File: src/rtl/uart_tx_pkg.sv
// Shared types and constants for the UART transmit framer.
// UART_TX_TWO_STOP_EN selects two stop bits instead of one.
package uart_tx_pkg;

    typedef enum logic [2:0] {
        ST_IDLE   = 3'd0,
        ST_START  = 3'd1,
        ST_DATA   = 3'd2,
        ST_PARITY = 3'd3,
        ST_STOP   = 3'd4
    } tx_state_t;

`ifdef UART_TX_TWO_STOP_EN
    localparam int STOP_BITS = 2;
`else
    localparam int STOP_BITS = 1;
`endif

    localparam logic PAR_EVEN = 1'b0;
    localparam logic PAR_ODD  = 1'b1;

    // Cycles busy is high for one frame.
    function automatic int frame_len(
        input int   dw,
        input logic par_en
    );
        return 1 + dw + (par_en ? 1 : 0) + STOP_BITS;
    endfunction

endpackage

File: src/rtl/uart_tx_serializer.sv
// Payload shift register and bit counter for the UART transmitter.
// Ports: CLK, RST (sync, active-low), load/shift enables, din,
// cur_bit/nxt_bit (shift_reg[0]/[1]), done (last data bit on wire).
module uart_tx_serializer #(
    parameter int DATA_WIDTH = 8
) (
    input  logic                  CLK,
    input  logic                  RST,
    input  logic                  load,
    input  logic                  shift,
    input  logic [DATA_WIDTH-1:0] din,
    output logic                  cur_bit,
    output logic                  nxt_bit,
    output logic                  done
);

    localparam int CW = $clog2(DATA_WIDTH);

    logic [DATA_WIDTH-1:0] shift_reg;
    logic [CW-1:0]         bit_cnt;

    always_ff @(posedge CLK) begin
        if (!RST) begin
            shift_reg <= '0;
            bit_cnt   <= '0;
        end else if (load) begin
            shift_reg <= din;
            bit_cnt   <= '0;
        end else if (shift) begin
            shift_reg <= shift_reg >> 1;
            bit_cnt   <= bit_cnt + 1'b1;
        end
    end

    assign cur_bit = shift_reg[0];
    assign nxt_bit = shift_reg[1];
    assign done    = (bit_cnt == CW'(DATA_WIDTH - 1));

endmodule

File: src/rtl/uart_tx_frame.sv
// UART transmit framer: start, data LSB first, optional parity, stop.
// Ports: CLK, RST (sync, active-low), P_DATA, Data_Valid, PAR_EN,
// PAR_TYP -> TX_OUT (idle high), busy. Macro: UART_TX_TWO_STOP_EN.
module uart_tx_frame
    import uart_tx_pkg::*;
#(
    parameter int DATA_WIDTH = 8
) (
    input  logic                  CLK,
    input  logic                  RST,
    input  logic [DATA_WIDTH-1:0] P_DATA,
    input  logic                  Data_Valid,
    input  logic                  PAR_EN,
    input  logic                  PAR_TYP,
    output logic                  TX_OUT,
    output logic                  busy
);

    tx_state_t state, next_state;

    logic       par_en_q;
    logic       par_bit_q;
    logic [0:0] stop_cnt;
    logic       stop_last;

    logic load, shift, stop_clr, stop_inc;
    logic tx_d, busy_d;
    logic cur_bit, nxt_bit, done;

    uart_tx_serializer #(
        .DATA_WIDTH (DATA_WIDTH)
    ) u_ser (
        .CLK     (CLK),
        .RST     (RST),
        .load    (load),
        .shift   (shift),
        .din     (P_DATA),
        .cur_bit (cur_bit),
        .nxt_bit (nxt_bit),
        .done    (done)
    );

    assign stop_last = (stop_cnt == 1'(STOP_BITS - 1));

    // Outputs are registered from the next-cycle values, so the
    // START state is entered with TX_OUT already low.
    always_comb begin
        next_state = state;
        tx_d       = 1'b1;
        busy_d     = 1'b1;
        load       = 1'b0;
        shift      = 1'b0;
        stop_clr   = 1'b0;
        stop_inc   = 1'b0;
        unique case (state)
            ST_IDLE: begin
                busy_d = 1'b0;
                if (Data_Valid) begin
                    next_state = ST_START;
                    tx_d       = 1'b0;
                    busy_d     = 1'b1;
                    load       = 1'b1;
                end
            end
            ST_START: begin
                next_state = ST_DATA;
                tx_d       = cur_bit;
            end
            ST_DATA: begin
                if (done) begin
                    stop_clr = 1'b1;
                    if (par_en_q) begin
                        next_state = ST_PARITY;
                        tx_d       = par_bit_q;
                    end else begin
                        next_state = ST_STOP;
                    end
                end else begin
                    // cur_bit is on the wire; queue the next one.
                    tx_d  = nxt_bit;
                    shift = 1'b1;
                end
            end
            ST_PARITY: begin
                next_state = ST_STOP;
                stop_clr   = 1'b1;
            end
            ST_STOP: begin
                if (stop_last) begin
                    next_state = ST_IDLE;
                    busy_d     = 1'b0;
                end else begin
                    stop_inc = 1'b1;
                end
            end
            default: begin
                next_state = ST_IDLE;
                busy_d     = 1'b0;
            end
        endcase
    end

    always_ff @(posedge CLK) begin
        if (!RST) begin
            state     <= ST_IDLE;
            TX_OUT    <= 1'b1;
            busy      <= 1'b0;
            par_en_q  <= 1'b0;
            par_bit_q <= 1'b0;
            stop_cnt  <= '0;
        end else begin
            state  <= next_state;
            TX_OUT <= tx_d;
            busy   <= busy_d;
            if (load) begin
                par_en_q  <= PAR_EN;
                par_bit_q <= (^P_DATA) ^ PAR_TYP;
            end
            if (stop_clr) begin
                stop_cnt <= '0;
            end else if (stop_inc) begin
                stop_cnt <= stop_cnt + 1'b1;
            end
        end
    end

endmodule
File: config.mk
export PLATFORM = sky130hd
export DESIGN_NAME = uart_tx_frame
export DESIGN_NICKNAME = d
export VERILOG_FILES = /design/src/rtl/uart_tx_pkg.sv /design/src/rtl/uart_tx_serializer.sv /design/src/rtl/uart_tx_frame.sv
export SDC_FILE = /design/constraint.sdc
export NUM_CORES = 1
export LEC_CHECK = 0
export BUFFER_PORTS_ARGS = -buffer_cell sky130_fd_sc_hd__buf_4
export CORE_UTILIZATION = 47
export CTS_BUF_LIST = sky130_fd_sc_hd__clkbuf_16
export DETAILED_ROUTE_END_ITERATION = 16
export GPL_TIMING_DRIVEN = 0
export PLACE_DENSITY = 0.7
export SLEW_MARGIN = 20
export SYNTH_ARGS = -nofsm -noshare
export SYNTH_HDL_FRONTEND = slang
export SYNTH_SLANG_ARGS = --single-unit
File: constraint.sdc
create_clock -name CLK -period 1.81 [get_ports CLK]
set_input_delay 0.2715 -clock CLK [delete_from_list [all_inputs] [get_ports CLK]]
set_output_delay 0.2715 -clock CLK [all_outputs]
set_load 0.01 [all_outputs]
Word level (Yosys, flattened, before mapping)
Cells that the tools add are included.
{ "word_totals": {"memories": 0, "mem_bits_rw": 0, "output_inout_bits": 2, "rom_bits": 0, "elab_cells": 47, "latchBits": 0, "ff_bits": 19, "inputBits": 13} }
{ "op_classes": {"n_mux": 20, "multipliers": 0, "n_reduce_logical": 7, "n_lt_le_gt_ge": 0, "add_sub_neg": 2, "bitwise_logic": 2, "shift": 0, "n_div": 0, "n_eq_ne": 8} }
{ "ops": {"columns": ["operator", "n"], "rows": [
  ["8-bit two-way mux", 2],
  ["3-bit one-hot mux with 5 select lines", 1],
  ["3-bit two-way mux", 4],
  ["1-bit two-way mux", 10],
  ["8-bit parity", 1],
  ["3-bit by 2-bit equality test with 1-bit output (second input constant)", 2],
  ["3-bit equality test (second input constant)", 2],
  ["2-bit inequality test (second input constant)", 3],
  ["1-bit one-hot mux with 3 select lines", 2],
  ["2-bit OR reduction", 2],
  ["3-bit by 1-bit adder with 3-bit output (second input constant)", 1],
  ["3-bit by 1-bit equality test with 1-bit output (second input constant)", 1],
  ["3-bit logical NOT", 1],
  ["3-bit AND reduction", 1],
  ["3-bit OR reduction", 1],
  ["1-bit one-hot mux with 2 select lines", 1],
  ["2-bit nonzero test", 1],
  ["1-bit adder (second input constant)", 1],
  ["1-bit NOT", 1],
  ["1-bit XOR", 1]
]} }

Longest topological paths before layout
{ "depth": {"depth_word": 5, "depth_mapped": 7, "depth_no_buf": 6} }

Modules after synthesis
Synthesis repeated with hierarchy kept, for this count alone.
{ "unflattened": {"cells_unflattened": 108, "area_unflattened_um2": 1052.3} }
{ "modules_own_cells": {"columns": ["mod", "area_each_um2", "instances", "cells_each", "seq_area_each_um2"], "rows": [
  ["uart_tx_frame", 526.8, 1, 61, 160.2],
  ["uart_tx_serializer", 525.5, 1, 47, 220.2]
]} }

Least setup slack after synthesis
Ideal clock, no wire load.
{ "synth_path": {"kind": "register to register", "from": "register u_ser.bit_cnt[0]", "to": "register u_ser.shift_reg[0]", "arrival_ns": 1.462, "path_stages_with_launch": 8, "period_less_slack_ns": 1.592, "required_ns": 1.680, "slack_ns": 0.218, "path_cell_list": "dfxtp_1 -> ha_1 -> ha_1 -> and2b_1 -> and2_1 -> clkbuf_2 -> a222oi_1 -> nor2_1"} }
{ "synth_between": {"elab_chain_cells": 4} }
{ "synth_rtl": {"columns": ["element", "line_no", "source"], "rows": [
  ["start, declared", "uart_tx_serializer.sv:20", "logic [CW-1:0] bit_cnt;"],
  ["start signal, assigned", "uart_tx_serializer.sv:31", "bit_cnt <= bit_cnt + 1'b1;"],
  ["3-bit equality test", "uart_tx_serializer.sv:37", "assign done = (bit_cnt == CW'(DATA_WIDTH - 1));"],
  ["1-bit two-way mux", "uart_tx_frame.sv:70", "if (done) begin"],
  ["1-bit two-way mux", "uart_tx_frame.sv:55", "unique case (state)"],
  ["2-bit nonzero test (no line)", null, null],
  ["end signal, assigned", "uart_tx_serializer.sv:27", "shift_reg <= din;"],
  ["end signal, assigned", "uart_tx_serializer.sv:30", "shift_reg <= shift_reg >> 1;"],
  ["end, declared", "uart_tx_serializer.sv:19", "logic [DATA_WIDTH-1:0] shift_reg;"]
]} }
Every way passes these cells.
A chain may end at the register's enable or synchronous reset.

Final worst setup path
{ "layout_path": {"from": "register u_ser.bit_cnt[0]", "to": "register u_ser.shift_reg[5]"} }
Same word-level chain as after synthesis.

==> reports/results.ini <==
[status]
status = finished, final reports clean

[synthesis]
synth-compound-area-share_pct = 21.18
synth_top_family_by_area = simple AND/OR/NAND/NOR gates
ys_warn_count = 0
synth_enable_flop_cells = 0
avgSynthCellArea_um2 = 8.915
synth.cell_area_um2 = 998.5
synth_cell_type_count = 37
async_reset_ff_share_pct = 0
synthXorXnorAreaFrac_pct = 7.519
postSynthNetCount = 127
netlist_instances = 112
synth-adder-area-share_pct = 2.506
synth_area_in_simple_gates_pct = 22.18
synth.mux.area_fraction_pct = 3.133
yosysSeqAreaShare_pct = 38.10
synth.ff_latch_count = 19
synth_top_flop_cell = dfxtp_1

[layout]
num_antenna_cells = 0
final_common_cell = dfxtp_1
num-nets-final = 145
final_layout_size_suffix_gt1_share_pct = 23.26
largest_register_ffs = 8
final_util_pct = 61.99
most_frequent_cells_in_the_layout = dfxtp_1 (18), nand2_1 (17), buf_4 (16), nor2_1 (13)
layout_cells_excl_fill = 156
final_cell_area_um2 = 1229
area.growth.synth_to_final_pct = 23.06

[worst_setup_path]
timing.setup.critical_path_class = reg2reg
critical-path-slowest-cell = dfxtp_2
critPathLaunchType = register
required_ns = 1.97
critPathBufInv = 1
timing.critical_path.to_type = register
cells_along_the_critical_path = ha_2 -> ha_4 -> and2b_2 -> o21a_1 -> buf_4 -> nor2_1 -> a311oi_1
worst_path_largest_cell_delay_ns = 0.32
worst_path_dominant_cell_family = compound AO/OA/AOI/OAI gates
crit_arrival_ns = 1.84
cp_max_fo = 10

[power]
internal-power_mw = 1.114
comb_power_share_pct = 38.4
power.share.sequential_pct = 35.1
max-vdd-ir-drop_mv = 0.8008
fin_total_pwr_mw = 1.705
switching_share_pct = 34.65
static_leakage_nw = 0.4964
cell_area_power_density_nw_per_um2 = 1388
p_sw_mw = 0.5908
clock_network_fraction_of_total_power_pct = 26.4

[global_routing]
grt_first_pass_wirelength_um = 3070
global_route.usage.total_pct = 19.38
grt_pass1_vias = 741
grt_antenna_before_repair = 0
grt_start_max_net_pins = 11
overflow_left_after_global_routing = 0

[timing]
holdWs_ns = 0.2731
finalWorstSetupSlack_ns = 0.1342
timing.fmax_mhz = 596.7
fin_crit_ns = 1.676
rsz0062_at_grt = false
hold_violations = 0
fin_worst_skew_ns = 0.001941
worst_pin_slew_ns = 0.6215
setup-violations-final = 0
slew_viol_final = 0
maxSlewHeadroom_pct = 58.39
tns_ns = 0
post-route-period-util_pct = 92.59

[clock_tree]
tritoncts = yes
tritoncts.num_buffers = 3
cts_hold_buf = 0
clk_root_buffer_cell = clkbuf_16
cts.clk_slew.worst_paths_ns = 0.05
insertion_delay_ns = 0.25
cts.repair_timing.setup_buffer_count = 0
cts.sinks = 19
cts-htree-levels = 1
clock_tree.buffer_depth = 2
cts_repair_resize_count = 0

[drt]
dr_total_vias = 849
drt-pass1-iter-count = 5
drt_iter0_markers = 17
wl_per_cell_um = 12.78
routed_via_density = 5.442
postRouteAntennaNets = 0
drt-total-wl_um = 1994
drc = 0

[run]
count_of_maximum_capacitance_violations = 0

[die]
core-area_um2 = 1982
die_w_um = 48.09
dieHeight_um = 48.09
core.rowCount = 16
i_o_pins = 15
start_util_pct = 50.38
dieArea_um2 = 2313

[placed_design]
buffer_ports.inserted = 14
dp_hpwl_um = 1431
dp_cells = 153
dpl_worst_slack_ns = 0.02434
globalplace.congestion = 0.8502
detailed_place.area_um2 = 1137

[worst_hold_path]
worst_hold_path_type = in2reg

-- path summary, 6_finish.rpt --
check                                 startpoint  cells past startpoint  slack (ns)                 end
worst max-delay path            u_ser.bit_cnt[0]                      7        0.13  u_ser.shift_reg[5]
worst min-delay path                      PAR_EN                      3        0.27            par_en_q
worst max register to register  u_ser.bit_cnt[0]                      7        0.13  u_ser.shift_reg[5]
worst min register to register          stop_cnt                      2        0.45            stop_cnt
-- layer usage --
layer  part of all wire (%)  wire, µm  vias to the layer above  track usage [%]
met2                     47       947                       19            34.32
met5                      0         0                        -                0
met3                    3.8        75                        5            3.333
met1                     47       932                      394            22.95
li1                       -         -                      431                -
met4                    2.0        39                        0            8.333
-- layout make-up --
type | instances | area (µm²)
repair buffers | 14 | 105.1
multi-input cells | 83 | 580.6
well taps | 27 | 33.78
clock buffers | 3 | 75.07
plain buffers | 5 | 33.78
clock inverters | 1 | 3.754
flip-flops and latches | 19 | 381.6
fillers | 174 | 753.2
inverters | 4 | 15.01
-- worst min-delay path: stages --
cell,delay (ns)
buf_4,0.10
nand2_1,0.05
a21oi_1,0.05
-- power groups by stage --
stage	Sequential (mW)	Combinational, mW	Clock (mW)
finish	0.599	0.655	0.451
global route	0.613	0.730	0.475
CTS	0.597	0.660	0.456
detailed placement	0.604	0.650	0
global placement	0.601	0.632	0
floorplan	0.596	0.503	0
-- cells in the mapped netlist (2+ instances only) --
cell type | instances | area, µm²
dfxtp_1 | 19 | 380.4
nand2_1 | 17 | 63.81
nor2_1 | 13 | 48.80
a311oi_1 | 5 | 43.79
o21ai_0 | 5 | 25.02
inv_1 | 4 | 15.01
xnor2_1 | 4 | 35.03
a21oi_1 | 3 | 15.01
nor3_1 | 3 | 15.01
a211o_1 | 2 | 17.52
a311oi_2 | 2 | 30.03
and2_1 | 2 | 12.51
and2b_1 | 2 | 15.01
buf_4 | 2 | 15.01
clkbuf_1 | 2 | 7.510
ha_1 | 2 | 25.02
mux2i_1 | 2 | 20.02
o21a_1 | 2 | 15.01
o21ai_1 | 2 | 10.01
xor2_1 | 2 | 17.52
-- kinds of logic (layout without fill, tap and decap cells) --
logic type,after synthesis,count (layout)
DFF,19,19
adders and majority gates,2,2
AOI/OAI and AO/OA,27,27
and+or+nand+nor,44,44
buffers and inverters,10,27
muxes,3,3
xor gates and xnor gates,7,7
Power figures use the tool's default switching activity.
